<file path="config.mk">
export PLATFORM = sky130hd
export DESIGN_NAME = mem_access_stage
export DESIGN_NICKNAME = d
export VERILOG_FILES = /design/src/rtl/mem_pkg.sv /design/src/rtl/mem_lane_align.sv /design/src/rtl/mem_access_stage.sv
export SDC_FILE = /design/constraint.sdc
export NUM_CORES = 1
export LEC_CHECK = 0
export CELL_PAD_IN_SITES_DETAIL_PLACEMENT = 0
export CELL_PAD_IN_SITES_GLOBAL_PLACEMENT = 2
export CORE_MARGIN = 10
export CORE_UTILIZATION = 21
export DETAILED_ROUTE_END_ITERATION = 10
export GPL_ROUTABILITY_DRIVEN = 0
export GPL_TIMING_DRIVEN = 0
export PLACE_DENSITY_LB_ADDON = 0.2
export SYNTH_ARGS = -nofsm -noshare
export SYNTH_HDL_FRONTEND = slang
export SYNTH_SLANG_ARGS = --single-unit
</file>
<file path="constraint.sdc">
create_clock -name clk -period 3.15 [get_ports clk]
set_input_delay 0.945 -clock clk [delete_from_list [all_inputs] [get_ports clk]]
set_output_delay 0.945 -clock clk [all_outputs]
set_load 0.03 [all_outputs]
</file>
<file path="src/rtl/mem_pkg.sv">
// rtl/mem_pkg.sv - mask encodings and FSM state type for the MEM stage
package mem_pkg;

  localparam logic [1:0] MASK_BYTE = 2'd0;
  localparam logic [1:0] MASK_HALF = 2'd1;
  localparam logic [1:0] MASK_WORD = 2'd2;

  typedef enum logic {
    S_IDLE = 1'b0,
    S_WAIT = 1'b1
  } memState_t;

endpackage

</file>
<file path="src/rtl/mem_lane_align.sv">
// rtl/mem_lane_align.sv - store byte-lane placement and load extract/extend
module mem_lane_align
  import mem_pkg::*;
(
  input  logic [1:0]  maskMode,
  input  logic [1:0]  byteOff,
  input  logic        sext,
  input  logic [31:0] storeData,
  input  logic [31:0] rdata,
  output logic [3:0]  byteEn,
  output logic [31:0] wdata,
  output logic [31:0] loadData
);

  logic [31:0] shifted;

  assign shifted = rdata >> {byteOff, 3'b000};

  // maskMode 3 falls through to the word case
  always_comb begin
    byteEn   = 4'hF;
    wdata    = storeData;
    loadData = shifted;
    case (maskMode)
      MASK_BYTE: begin
        byteEn   = 4'b0001 << byteOff;
        wdata    = {4{storeData[7:0]}};
        loadData = {{24{sext & shifted[7]}}, shifted[7:0]};
      end
      MASK_HALF: begin
        byteEn   = 4'b0011 << byteOff;
        wdata    = {2{storeData[15:0]}};
        loadData = {{16{sext & shifted[15]}}, shifted[15:0]};
      end
      default: begin
        byteEn   = 4'hF;
        wdata    = storeData;
        loadData = shifted;
      end
    endcase
  end

endmodule

</file>
<file path="src/rtl/mem_access_stage.sv">
// rtl/mem_access_stage.sv - MEM stage: data-memory bus FSM, timeout and MEM/WB register
module mem_access_stage
  import mem_pkg::*;
#(
  parameter int TIMEOUT_CYCLES = 16
) (
  input  logic        clk,
  input  logic        reset_n,
  input  logic        in_mem_ctrl_memRead,
  input  logic        in_mem_ctrl_memWrite,
  input  logic [1:0]  in_mem_ctrl_maskMode,
  input  logic        in_mem_ctrl_sext,
  input  logic        in_wb_ctrl_toReg,
  input  logic        in_wb_ctrl_regWrite,
  input  logic [31:0] in_alu_result,
  input  logic [31:0] in_store_data,
  input  logic [4:0]  in_rd,
  output logic        dmem_req,
  output logic        dmem_we,
  output logic [31:0] dmem_addr,
  output logic [3:0]  dmem_be,
  output logic [31:0] dmem_wdata,
  input  logic        dmem_ready,
  input  logic [31:0] dmem_rdata,
  output logic        mem_stall,
  output logic        misalign,
  output logic        bus_err,
  output logic [31:0] out_wb_data,
  output logic [4:0]  out_rd,
  output logic        out_wb_ctrl_regWrite
);

  localparam int CntW = $clog2(TIMEOUT_CYCLES + 1);

  memState_t       state, stateNext;
  logic [CntW-1:0] count, countNext;
  logic            access, misaligned, misalignPulse;
  logic            reqInt, abort, stall;
  logic [31:0]     loadData;

  assign access = in_mem_ctrl_memRead | in_mem_ctrl_memWrite;

  always_comb begin
    misaligned = 1'b0;
    case (in_mem_ctrl_maskMode)
      MASK_BYTE: misaligned = 1'b0;
      MASK_HALF: misaligned = in_alu_result[0];
      default:   misaligned = |in_alu_result[1:0];
    endcase
  end

  mem_lane_align u_lane (
    .maskMode (in_mem_ctrl_maskMode),
    .byteOff  (in_alu_result[1:0]),
    .sext     (in_mem_ctrl_sext),
    .storeData(in_store_data),
    .rdata    (dmem_rdata),
    .byteEn   (dmem_be),
    .wdata    (dmem_wdata),
    .loadData (loadData)
  );

  assign dmem_we   = in_mem_ctrl_memWrite;
  assign dmem_addr = {in_alu_result[31:2], 2'b00};

  always_ff @(posedge clk or negedge reset_n) begin
    if (!reset_n) begin
      state <= S_IDLE;
      count <= '0;
    end else begin
      state <= stateNext;
      count <= countNext;
    end
  end

  // Ready wins over timeout when both land on the last wait cycle
  always_comb begin
    stateNext = state;
    countNext = count;
    reqInt    = 1'b0;
    abort     = 1'b0;
    case (state)
      S_IDLE: begin
        if (access && !misaligned) begin
          reqInt = 1'b1;
          if (!dmem_ready) begin
            stateNext = S_WAIT;
            countNext = CntW'(1);
          end
        end
      end
      S_WAIT: begin
        reqInt = 1'b1;
        if (dmem_ready) begin
          stateNext = S_IDLE;
          countNext = '0;
        end else if (count == CntW'(TIMEOUT_CYCLES)) begin
          abort     = 1'b1;
          stateNext = S_IDLE;
          countNext = '0;
        end else begin
          countNext = count + 1'b1;
        end
      end
      default: begin
        stateNext = S_IDLE;
        countNext = '0;
      end
    endcase
  end

  assign misalignPulse = (state == S_IDLE) & access & misaligned;
  assign stall         = reqInt & ~dmem_ready & ~abort;

  assign dmem_req  = reqInt & reset_n;
  assign mem_stall = stall & reset_n;
  assign misalign  = misalignPulse & reset_n;
  assign bus_err   = abort & reset_n;

  // A stalled edge inserts a bubble; data and rd keep their last value
  always_ff @(posedge clk or negedge reset_n) begin
    if (!reset_n) begin
      out_wb_data          <= '0;
      out_rd               <= '0;
      out_wb_ctrl_regWrite <= 1'b0;
    end else if (stall) begin
      out_wb_ctrl_regWrite <= 1'b0;
    end else begin
      out_wb_data          <= in_wb_ctrl_toReg ? loadData : in_alu_result;
      out_rd               <= in_rd;
      out_wb_ctrl_regWrite <= in_wb_ctrl_regWrite & ~misalignPulse & ~abort;
    end
  end

endmodule

</file>
==> impl_results.md, run 1 <==
- Outcome: completed
- Critical path peak fanout: 9
- Yosys reg bits: 44
- Slew margin rel.: 52.2%
- Site row count: 48
- # clock sinks: 44
- Async SR Flop Fraction: 100%
- Hold Path Class: flip-flop to flip-flop
- Critical Path AT: 2160 ps
- Most frequent CP cell: buf_6
- Routed Antenna Nets: 0
- CP Launch Type: input pin
- DRC viols: 0
- WHS: 482 ps
- Setup Crit Path Kind: input pin to output pin
- CP Capture Type: output pin
- Routed Wire Length: 17600 um
- Pre-antenna DRT Iters: 4
- Top FF cell, synth: dfrtp_1
- Placement Setup Slack: -1080 ps
- Clk_lat worst skew: 290 ps
- Leakage power total: 2.74 nW
- Crit path required time: 2200 ps
- Max_cap viols: 0
- Post-synth EDFFs: 0
- CTS Buf Count: 5
- RSZ-0062 raised after global routing: true
- Post-Syn Instances: 407
- Power per cell area: 374 nW/um2
- Seq/Total Area, Yosys: 29.6%
- Power Total: 2.34 mW
- # setup viols final: 0
- Largest area contributor in the netlist: dfrtp_1
- Worst setup margin: 48.0 ps
- Crit share post-route: 98.5%
- Clk root buf: clkbuf_16
- Ranking of synthesized cells by area: dfrtp_1, mux2i_1, buf_4, o2bb2ai_2, o22ai_1
- Pin count of the biggest net entering global routing: 27
- Slew Viols, Final: 0
- Slew @ Worst Pin: 717 ps
- Post-synth cell types: 50
- Crit path time final: 3100 ps
- Synth top area share: 29.6%
- Syn-to-layout area delta: 68.1%
- Clock Skew: 4.88 ps
- Beginning of the critical path: in_alu_result[0]
- Ys Warns: 0
- Die width: 153 um
- Die height: 153 um
- Post-Syn Area: 3720 um2
- Setup TNS Final: 0 ps
- CP Cell Sequence: buf_2 -> o21ai_2 -> a31oi_4 -> or2_1 -> buf_6 -> clkinv_8 -> and2_4 -> buf_6
- Final Net Count: 747
- Total GRT Usage: 14.5%
- Final Non-Filler Cells: 859
- Final Hold Vio Count: 0
- Starting DRC count in detailed routing: 119
- Global route total overflow: 0
- Max VDD drop: 0.197 mV
- CTS tree: done
- Initial core utilization: 21.4%
- Dpl hpwl: 14600 um
- Max H-tree Level: 2
- CP peak stage delay: 250 ps
- I/O Pins: 222
- Initial antenna violation count: 2
- Placed Cells: 850
- Via count: 3879
- HP Start: count[4]
- I/O Buffers: 216
- Core ar.: 17400 um2
- Vias in the first global route: 4364
- Ant diodes: 0
- Crit-path slowest cell: o21ai_2
- Worst-path clk slew: 70 ps
- Avg WL per Cell: 20.5 um
- Die area: 23400 um2
- Share of cells above drive strength 1: 24.0%
- CTS Buffer Depth: 2
- Syn Area/Cell: 9.14 um2
- Via-to-Cell Ratio: 4.52
- First-pass GRT wire length: 26900 um
- R2R Path Start: count[0]
- Fmax: 322 MHz
## cell usage in the layout (no fill, tap or decap), types with 15 or more instances in the layout
master / n
a21oi_1: 25
buf_4: 48
clkbuf_2: 15
clkdlybuf4s50_1: 140
dfrtp_1: 44
dlygate4sd2_1: 45
mux2i_1: 42
nand2_1: 37
o21ai_0: 22
o22ai_1: 26
o2bb2ai_2: 19
## through the flow
stage	utilization (%)	cell area (um2)
after floorplan	-	3730
after global placement	35.6	6170
after detailed placement	35.7	6190
after CTS	36.3	6300
after global routing	36.0	6250
final	36.0	6250
## what timing repair did
item | 4_1_cts | 5_1_grt
gates resized for setup | 118 | 42
hold buffers | 0 | 0
pin swaps | 3 | 4
setup endpoints to repair | 69 | 24
buffers inserted | 4 | 1
## synth_stat cells (2+ instances only)
cell type / number
or2_2: 2
a21oi_1: 25
ha_1: 2
a21oi_2: 10
mux2_1: 2
nor2_1: 8
nor3_1: 11
o21ai_0: 30
mux2_2: 11
buf_6: 2
o2bb2ai_1: 12
buf_1: 2
nand2b_1: 4
nand3_1: 2
dfrtp_1: 44
nor2b_1: 3
buf_4: 42
inv_1: 14
mux2i_1: 42
and2_1: 2
buf_2: 7
o2bb2ai_2: 19
buf_12: 2
nand2_1: 37
clkbuf_1: 20
or2_1: 2
o22ai_1: 26
o21bai_1: 2
## path summary, 6_finish.rpt
path                                         to  slack (ps)  cells past startpoint
worst max-delay path                  mem_stall          50                      8
worst max register to register        out_rd[1]         880                      9
worst min register to register         count[4]         480                      1
min in group asynchronous             out_rd[3]         630                      1
max in group asynchronous       out_wb_data[10]        1970                      2
worst min-delay path                   count[4]         480                      1
## power breakdown
group / leakage [nW] / total (mW) / switching (mW) / internal [mW]
Combinational: 2.14 / 1.12 / 0.628 / 0.492
Sequential: 0.532 / 0.695 / 0.0540 / 0.641
Clock: 0.0657 / 0.526 / 0.237 / 0.289
Total: 2.74 / 2.34 / 0.919 / 1.42
## state kept, by name, indices dropped and copies added, names as in the netlist
name,flops
out_rd,5
state,1
count,5
out_wb_ctrl_regWrite,1
out_wb_data,32
## routing by layer
metal | wire length [um] | part of all wire, % | GRT usage [%]
met1 | 7320 | 42 | 17.6
met2 | 8210 | 47 | 23.9
met3 | 1890 | 11 | 5.61
met4 | 142 | 0.81 | 2.50
met5 | 24 | 0.14 | 0
## kinds of logic (layout without fill, tap and decap cells)
| logic type | Yosys count | in the layout | synth area share [%] |
|---|---|---|---|
| other | 1 | 2 | 0.101 |
| buffers and inverters | 91 | 317 | 15.4 |
| AO/OA/AOI/OAI | 136 | 136 | 28.5 |
| adder cells (fa/ha/maj) | 2 | 2 | 0.672 |
| AND/OR/NAND/NOR | 76 | 76 | 9.68 |
| multiplexers | 56 | 56 | 15.8 |
| XOR/XNOR | 1 | 1 | 0.235 |
| flip-flops | 44 | 44 | 29.6 |
## critical path: cells and delay by family
family                 cells  cell delay, ps
buffers and inverters      4             480
and+or+nand+nor            2             360
AOI/OAI and AO/OA          2             360
## final cells by class
| cell class | instances | area, um2 |
|---|---|---|
| Fill cell | 1810 | 11100 |
| Timing Repair Buffer | 222 | 2070 |
| Inverter | 15 | 68.8 |
| Clock buffer | 5 | 125 |
| Tap cell | 225 | 282 |
| Sequential cell | 44 | 1100 |
| Multi-Input combinational cell | 273 | 2070 |
| Clock inverter | 2 | 12.5 |
| Buffer | 73 | 524 |
Power figures use the tool's default switching activity.
==> run 2, diff against run 1 <==
--- a/config.mk
+++ b/config.mk
@@ -7,8 +7,10 @@
 export LEC_CHECK = 0
 export CELL_PAD_IN_SITES_DETAIL_PLACEMENT = 0
 export CELL_PAD_IN_SITES_GLOBAL_PLACEMENT = 2
+export CORE_ASPECT_RATIO = 1.1
 export CORE_MARGIN = 10
 export CORE_UTILIZATION = 21
+export CTS_BUF_LIST = sky130_fd_sc_hd__clkbuf_16
 export DETAILED_ROUTE_END_ITERATION = 10
 export GPL_ROUTABILITY_DRIVEN = 0
 export GPL_TIMING_DRIVEN = 0
==> run 2 against run 1 <==
  * Design area grew 1.7%
  * First-iteration DRC count grew 50%
  * Non-clock buffer count is the same
  * Clock skew grew 2.0 ps
  * Largest cell class unchanged
  * Final cell count grew 1.9%
  * Hold slack gained 13 ps
  * Routed wire length grew 0.33%
  * Setup slack gained 5.6 ps
  * Die area is essentially flat
==> impl_results.md, run 2 (same netlist as run 1, synthesis figures left out) <==
- Outcome: completed
- Avg WL per Cell: 20.2 um (-1.5%)
- Crit path required time: 2200 ps (about the same)
- Final Net Count: 747 (unchanged)
- Crit path time final: 3100 ps (-5.55 ps)
- Hold endpoint: out_wb_data[26]
- Critical Path AT: 2150 ps (about the same)
- Slew @ Worst Pin: 664 ps (-53.0 ps)
- Share of cells above drive strength 1: 23.3% (-0.67 points)
- Initial antenna violation count: 2 (unchanged)
- CP Launch Type: input pin
- Starting DRC count in detailed routing: 179 (+50%)
- Clk_lat worst skew: 290 ps (about the same)
- Setup Crit Path Kind: input pin to output pin
- Site row count: 51 (+6.3%)
- Largest reg by FF count: out_wb_data
- Vias in the first global route: 4234 (-3.0%)
- Via-to-Cell Ratio: 4.45 (-1.5%)
- Most frequent cells in the layout: clkdlybuf4s50_1, dlygate4sd2_1, buf_4, dfrtp_1, mux2i_1
- # clock sinks: 44 (unchanged)
- Final Non-Filler Cells: 875 (+1.9%)
- Max reg flops: 32 (unchanged)
- R2R depth: 9 (unchanged)
- CP Capture Type: output pin
- Crit share post-route: 98.3% (-0.18 points)
- CTS tree: done
- CTS Buffer Depth: 2 (unchanged)
- Fmax: 323 MHz (+0.18%)
- Clock Skew: 6.90 ps (+2.02 ps)
- R2R setup slack: 900 ps (+20 ps)
- Total GRT Usage: 14.4% (-0.084 points)
- Placed Cells: 863 (+1.5%)
- Via count: 3891 (+0.31%)
- Die area: 23400 um2 (about the same)
- R2R Path Start: count[0]
- Slew margin rel.: 55.7% (+3.5 points)
- Commonest non-fill, non-tap cell in the layout: clkdlybuf4s50_1
- Syn-to-layout area delta: 71.0%
- HP Start: out_wb_data[26]
- Pin count of the biggest net entering global routing: 38 (+41%)
- Leakage power total: 2.77 nW (+1.1%)
- DRC viols: 0 (unchanged)
- Power Total: 2.44 mW (+4.2%)
- Die width: 147 um (-4.0%)
- Setup TNS Final: 0 ps (unchanged)
- Slew Viols, Final: 0 (unchanged)
- Final Hold Vio Count: 0 (unchanged)
- Routed Wire Length: 17600 um (+0.33%)
- Cts hold-fix bufs: 0 (unchanged)
- Global route total overflow: 0 (unchanged)
- Largest regs: out_wb_data (32), count (5), out_rd (5)
- CTS Buf Count: 5 (unchanged)
- Pre-antenna DRT Iters: 4 (unchanged)
- Core ar.: 17500 um2 (+1.1%)
- Max H-tree Level: 2 (unchanged)
- RSZ-0062 raised after global routing: true
- Worst-path clk slew: 70 ps (about the same)
- First-pass GRT wire length: 26500 um (-1.3%)
- Worst hold stages: 1 (unchanged)
- Clk root buf: clkbuf_16
- # setup viols final: 0 (unchanged)
- # fillers: 1800 (-0.55%)
- I/O Pins: 222 (unchanged)
- Hold Path Class: flip-flop to flip-flop
- Die height: 160 um (+4.2%)
- I/O Buffers: 216 (unchanged)
- Routed Antenna Nets: 0 (unchanged)
- Max_cap viols: 0 (unchanged)
- Max VDD drop: 0.214 mV (+8.7%)
- Power per cell area: 383 nW/um2 (+2.5%)
- Dpl hpwl: 14500 um (-0.33%)
- Placement Setup Slack: -1070 ps (+14.2 ps)
- Initial core utilization: 21.2% (-0.23 points)
- R2R Path End: out_rd[0]
- Critical path peak fanout: 6 (-3)
- Worst setup margin: 53.6 ps (+5.55 ps)
- Final Core Density: 36.3% (+0.23 points)
-- run 2: how the worst max path moves through the flow --
stage,endpoint,startpoint,depth (start not counted)
3_5_place_dp,mem_stall,in_mem_ctrl_memWrite,9
5_1_grt,mem_stall,in_alu_result[0],8
2_1_floorplan,mem_stall,in_alu_result[0],8
4_1_cts,dmem_wdata[27],in_mem_ctrl_maskMode[1],6
6_report,mem_stall,dmem_ready,7
3_3_place_gp,mem_stall,reset_n,3
-- run 2: routing by layer --
layer,up-vias,GRT usage (%),routed length (um)
li1,1890,-,-
met1,1848,17.2,7700
met2,147,24.3,8540
met3,6,4.89,1260
met4,0,3.43,136
met5,-,0,0
-- run 2: through the flow --
stage	area, um2	hold WS, ps
final	6360	496
after floorplan	3730	446
after global routing	6360	516
after detailed placement	6210	475
after CTS	6370	495
after global placement	6190	471
-- run 2: critical path, stage by stage --
cell and delay (ps):
dlygate4sd2_1 300, a21o_4 230, or2_1 240, buf_6 140, clkinv_8 40, and2_4 130, buf_6 120
-- run 2: where the power goes --
| group | switching, mW | internal, mW | leakage [nW] |
|---|---|---|---|
| logic | 0.631 | 0.499 | 2.15 |
| registers | 0.0557 | 0.641 | 0.532 |
| clock network | 0.240 | 0.374 | 0.0814 |
-- run 2: area by class of cell --
| type | count | area [um2] | share of cell area (%) |
|---|---|---|---|
| timing repair buffer | 222 | 2120 | 33.3 |
| multi-input combinational | 273 | 2070 | 32.5 |
| sequential | 44 | 1100 | 17.3 |
| buffer | 73 | 533 | 8.38 |
| tap | 238 | 298 | 4.68 |
| clock buffer | 5 | 125 | 1.97 |
| inverter | 15 | 68.8 | 1.08 |
| clock inverter | 3 | 42.5 | 0.669 |
| antenna | 2 | 5.00 | 0.0787 |
-- run 2: what timing repair did --
| item | CTS | global route |
|---|---|---|
| buffers inserted | 5 | 0 |
| cloned | 0 | 0 |
| pin swaps | 4 | 1 |
| resized for setup | 118 | 31 |
| setup endpoints to repair | 66 | 25 |
==> run 3, diff against run 2 <==
==> constraint.sdc (replaced) <==
create_clock -name clk -period 3.4 [get_ports clk]
set_input_delay 1.02 -clock clk [delete_from_list [all_inputs] [get_ports clk]]
set_output_delay 1.02 -clock clk [all_outputs]
set_load 0.03 [all_outputs]
==> run 3 against run 2 <==
  * Die area is the same
  * Clock-buffer cell count is the same
  * Utilization is essentially flat
  * Final cell count shrank 0.11%
  * Clock skew shrank 3.5 ps
  * Flip-flop and latch count is the same
  * Clock power shrank 22%
  * Design area shrank 0.14%
==> impl_results.md, run 3 (same netlist as run 1, synthesis figures left out) <==
- Clock Power Share: 22.0% (-3.2 points)
- Starting DRC count in detailed routing: 150 (-16%)
- Slew @ Worst Pin: 670 ps (+5.87 ps)
- Die width: 147 um (unchanged)
- Crit path time final: 3370 ps
- Syn-to-layout area delta: 70.7%
- Commonest non-fill, non-tap cell in the layout: clkdlybuf4s50_1
- Clock Skew: 3.39 ps (-3.50 ps)
- Dpl hpwl: 14500 um (-0.27%)
- Clk_lat worst skew: 290 ps (about the same)
- R2R setup slack: 1290 ps (+390 ps)
- Post-DP Area: 6200 um2 (-0.10%)
- Hold Path Class: flip-flop to flip-flop
- # fillers: 1807 (+0.39%)
- Critical path peak fanout: 4 (-2)
- WHS: 488 ps (-7.91 ps)
- Outcome: completed
- Global route total overflow: 0 (unchanged)
- Clk root buf: clkbuf_16
- CP Launch Type: input pin
- Max reg flops: 32 (unchanged)
- Most frequent cells in the layout: clkdlybuf4s50_1, buf_4, dfrtp_1, mux2i_1, nand2_1
- Share of cells above drive strength 1: 22.7% (-0.63 points)
- Largest reg by FF count: out_wb_data
- Crit share post-route: 99.0%
- Avg WL per Cell: 20.1 um (-0.49%)
- Final Hold Vio Count: 0 (unchanged)
- Initial core utilization: 21.2% (unchanged)
- Routed Wire Length: 17500 um (-0.60%)
- I/O Buffers: 216 (unchanged)
- First-pass GRT wire length: 26400 um (-0.62%)
- Leakage power total: 2.70 nW (-2.5%)
- Pre-antenna DRT Iters: 4 (unchanged)
- Slew Viols, Final: 0 (unchanged)
- Multi-input gate area: 2070 um2 (about the same)
- Die height: 160 um (unchanged)
- Sw frac: 38.8% (+0.78 points)
- Slew margin rel.: 55.3% (-0.39 points)
- CTS Buf Count: 5 (unchanged)
- DRC viols: 0 (unchanged)
- Pin count of the biggest net entering global routing: 38 (unchanged)
- Post-route cell area: 6350 um2 (-0.14%)
- Final Net Count: 748 (+0.13%)
- Total GRT Usage: 14.2% (-0.20 points)
- Routed Antenna Nets: 0 (unchanged)
- CP Capture Type: output pin
- RSZ-0062 raised after global routing: false
- # setup viols final: 0 (unchanged)
- Register Area: 1100 um2 (unchanged)
- Sequential power share: 29.5% (+1.0 points)
- Vias in the first global route: 4181 (-1.3%)
- Core ar.: 17500 um2 (unchanged)
- Cts hold-fix bufs: 0 (unchanged)
- I/O Pins: 222 (unchanged)
- Fmax: 297 MHz
- Power per cell area: 343 nW/um2 (-10%)
- Crit path required time: 2380 ps (+180 ps)
- Site row count: 51 (unchanged)
- Psw: 0.846 mW (-8.7%)
- Worst-path clk slew: 60 ps (about the same)
- Largest regs: out_wb_data (32), count (5), out_rd (5)
- Max VDD drop: 0.225 mV (+4.9%)
- Die area: 23400 um2 (unchanged)
- Critical Path AT: 2350 ps (+200 ps)
- Setup Crit Path Kind: input pin to output pin
- Max H-tree Level: 2 (unchanged)
- Logic pwr share: 48.5% (+2.2 points)
- Cell Int Power: 1.34 mW (-12%)
- CTS tree: done
- Via count: 3930 (+1.0%)
- Max_cap viols: 0 (unchanged)
- Via-to-Cell Ratio: 4.50 (+1.1%)
- Initial antenna violation count: 3 (+1)
- # clock sinks: 44 (unchanged)
- CTS Buffer Depth: 2 (unchanged)
## run 3: routing by layer
layer	track usage, %	vias up	share of wire (%)
met2	24.5	166	49
li1	-	1896	-
met1	16.9	1853	43
met3	4.80	11	7.3
met4	2.61	4	0.96
met5	0	-	0.12
## run 3: through the flow
stage               setup TNS, ps  setup slack [ps]  power, mW  utilization, %  std cells
finish                          0              34.0       2.18            36.2        874
global route                    0              2.19       2.29            36.2        874
CTS                             0              3.79       2.21            36.2        870
detailed placement         -17880              -957       1.73            35.3        863
global placement           -30490             -1850       1.73            35.2        862
floorplan                       0              10.2       1.23               -        408
## run 3: final cells by class
cell class              instances  area share [%]
repair buffers                223            34.0
multi-input cells             273            32.6
flip-flops and latches         44            17.3
plain buffers                  73            8.09
well taps                     238            4.69
clock buffers                   5            1.97
inverters                      15            1.08
clock inverters                 2           0.197
diodes                          1          0.0394
## run 3: critical path: stages
cell and delay, ps:
clkdlybuf4s50_1 530, buf_4 130, clkdlybuf4s50_1 670
## run 3: final timing paths
path	endpoint	start	cells past startpoint
setup / recovery	dmem_wdata[7]	in_store_data[7]	3
setup reg to reg	out_rd[0]	count[0]	9
hold / removal	out_wb_data[26]	out_wb_data[26]	1
min in group asynchronous	out_wb_data[28]	reset_n	1
hold reg to reg	out_wb_data[26]	out_wb_data[26]	1
max in group asynchronous	out_wb_data[5]	reset_n	2
## run 3: power groups by stage
| stage | sequential [mW] | combinational, mW | clock (mW) |
|---|---|---|---|
| final | 0.644 | 1.06 | 0.481 |
| after global routing | 0.654 | 1.13 | 0.509 |
| after CTS | 0.645 | 1.07 | 0.496 |
| after detailed placement | 0.652 | 1.08 | 0 |
| after global placement | 0.651 | 1.08 | 0 |
| after floorplan | 0.774 | 0.454 | 0 |
## run 3: repair_timing
item / CTS / global route
setup buffers: 3 / 3
setup endpoints to repair: 33 / 21
resized for setup: 75 / 26
pin swaps: 4 / 1
gates cloned: 0 / 0
==> patch (flow settings as in run 3) <==
Register the output `bus_err`; this adds one clock of latency there. The other outputs are not delayed to match.
--- a/src/rtl/mem_access_stage.sv
+++ b/src/rtl/mem_access_stage.sv
@@ -117,3 +117,5 @@
   assign misalign  = misalignPulse & reset_n;
-  assign bus_err   = abort & reset_n;
+  always_ff @(posedge clk) begin
+    bus_err <= abort & reset_n;
+  end
 
Function: same outputs for any inputs over 10 cycles, from zero or initial values and one cycle with reset_n low; that may be too few to reach the edited logic, so the function may still have changed.
==> patch against run 3 <==
- routed wire length up 2.1%
- area after synthesis grew 0.54%
- global-route usage hardly changed
- count of clock-buffer cells in the layout stayed put
- critical path depth stayed put
- setup slack better by 0.0011 ns
- total power increased by 4.9%
- design area increased by 0.59%
- sequential cell count grew 1
- largest power group unchanged
==> patch: results (changes against run 3) <==
Critical path
  • CP Max Fanout: 4 (unchanged)
  • R2R depth: 8 (was 9)
  • Cell family with most CP delay: buffers and inverters (unchanged)
  • Arrival time worst endpoint: around 2.3 ns
  • Max incr delay on CP: 0.66 ns
  • Slowest CP cell: clkdlybuf4s50_1 (unchanged)

STA
  • Clock Skews: 0.0101 ns (was 0.00339 ns)
  • Headroom to the max-slew limit: 51.6% (was 55.3%)

Power and ir drop
  • Worst vdd ir: 254 uV (was 225 uV)
  • Static leakage: 2.72 nW (was 2.70 nW)

Place
  • Worst slack at placement: -0.951 ns (was -0.957 ns)
  • Port bufs: 216 (unchanged)
  • Post-DP Area: 0.00622 mm2 (was 0.00620 mm2)
  • DP HPWL: 14700 um (was 14500 um)
  • Placed insts: 864 (was 863)

GRT
  • Initial antenna violation count: 4 (was 3)
  • Total track usage: 14.3% (was 14.2%)
  • Largest net degree at the start of global routing: 38 (unchanged)
  • Vias in the first global route: 4221 (was 4181)
  • Global-route wire length before repair: 26400 um (about the same)

Finish
  • Largest regs: out_wb_data x32, count x5, out_rd x5 (unchanged)
  • Final #Nets: 747 (was 748)
  • Layout cells sized above 1: 22.4% (was 22.7%)

Synthesis
  • Yosys warns: 0 (unchanged)
  • Register area share after synthesis: 30.0% (was 29.6%)
  • Share of async-settable or async-resettable flops after synthesis: 97.8% (was 100%)
  • Synth top area cells: dfrtp_1, mux2i_1, buf_4 (unchanged)
  • Yosys cell types: 51 (was 50)
  • Synthesized area per cell: 9.17 um2 (was 9.14 um2)
  • Top cells by count, synth: dfrtp_1, buf_4, mux2i_1 (unchanged)
  • Leading register cell type out of synthesis: dfrtp_1 (unchanged)

Clock network
  • CTS H-tree lvls: 2 (unchanged)
  • CTS Root Cell: clkbuf_16 (unchanged)
  • CTS max path bufs: 2 (unchanged)
  • Worst-path clk slew: 0.06 ns (about the same)
  • Clk_lat worst skew: 0.29 ns (about the same)
  • CTS buffer count: 5 (unchanged)

Route
  • DRT iter0 DRCs: 113 (was 150)
  • Pre-Repair DR Iteration Count: 4 (unchanged)
  • Routed length per placed instance: 20.4 um (was 20.1 um)
  • Post-Route WL: 17900 um (was 17500 um)
  • Number of vias per cell: 4.54 (was 4.50)

Min path
  • Hold Crit Depth: 1 (unchanged)
  • Hold Path Class: reg -> reg (unchanged)

Outcome
  • Outcome: finished, final reports clean (unchanged)
## patch: cell families after synthesis
kind of cell    synth area share, %
compound gates                 28.4
xor+xnor                      0.234
mux                            15.8
other cells                   0.100
fa+ha+maj                     0.669
buf+inv                        15.3
simple gates                   9.63
flops                          30.0
## patch: worst paths after layout
kind | start | to | slack [ns]
max in group asynchronous | reset_n | out_wb_data[0] | 2.28
worst max register to register | count[0] | out_rd[0] | 1.32
worst min-delay path | out_wb_data[26] | out_wb_data[26] | 0.49
worst max-delay path | in_store_data[0] | dmem_wdata[0] | 0.04
min in group asynchronous | reset_n | out_wb_data[29] | 0.62
worst min register to register | out_wb_data[26] | out_wb_data[26] | 0.49
## patch: repair_timing
item / in CTS / in global routing
hold buffers: 0 / 0
setup buffers: 4 / 0
pin swaps: 4 / 1
endpoints found under the setup margin: 32 / 22
gates resized for setup: 69 / 29
## patch: power breakdown
group	total [mW]	internal [mW]	switching, mW	leakage, nW
registers	0.655	0.605	0.0498	0.540
logic	1.06	0.472	0.589	2.09
clock network	0.574	0.348	0.227	0.0856
total	2.29	1.42	0.865	2.72
## patch: metal layers
layer | vias up | track usage [%] | share of wire, % | routed length [um]
li1 | 1892 | - | - | -
met1 | 1905 | 16.5 | 41 | 7420
met2 | 164 | 23.9 | 48 | 8600
met3 | 14 | 5.65 | 8.9 | 1590
met4 | 2 | 3.74 | 1.6 | 291
met5 | - | 0 | 0.073 | 13
## patch: final cells by class
class | count | area, um2
Antenna cell | 3 | 7.51
Buffer | 73 | 514
Clock buffer | 5 | 125
Clock inverter | 3 | 42.5
Fill cell | 1842 | 11200
Inverter | 15 | 68.8
Multi-Input combinational cell | 273 | 2070
Sequential cell | 45 | 1120
Tap cell | 238 | 298
Timing Repair Buffer | 221 | 2140
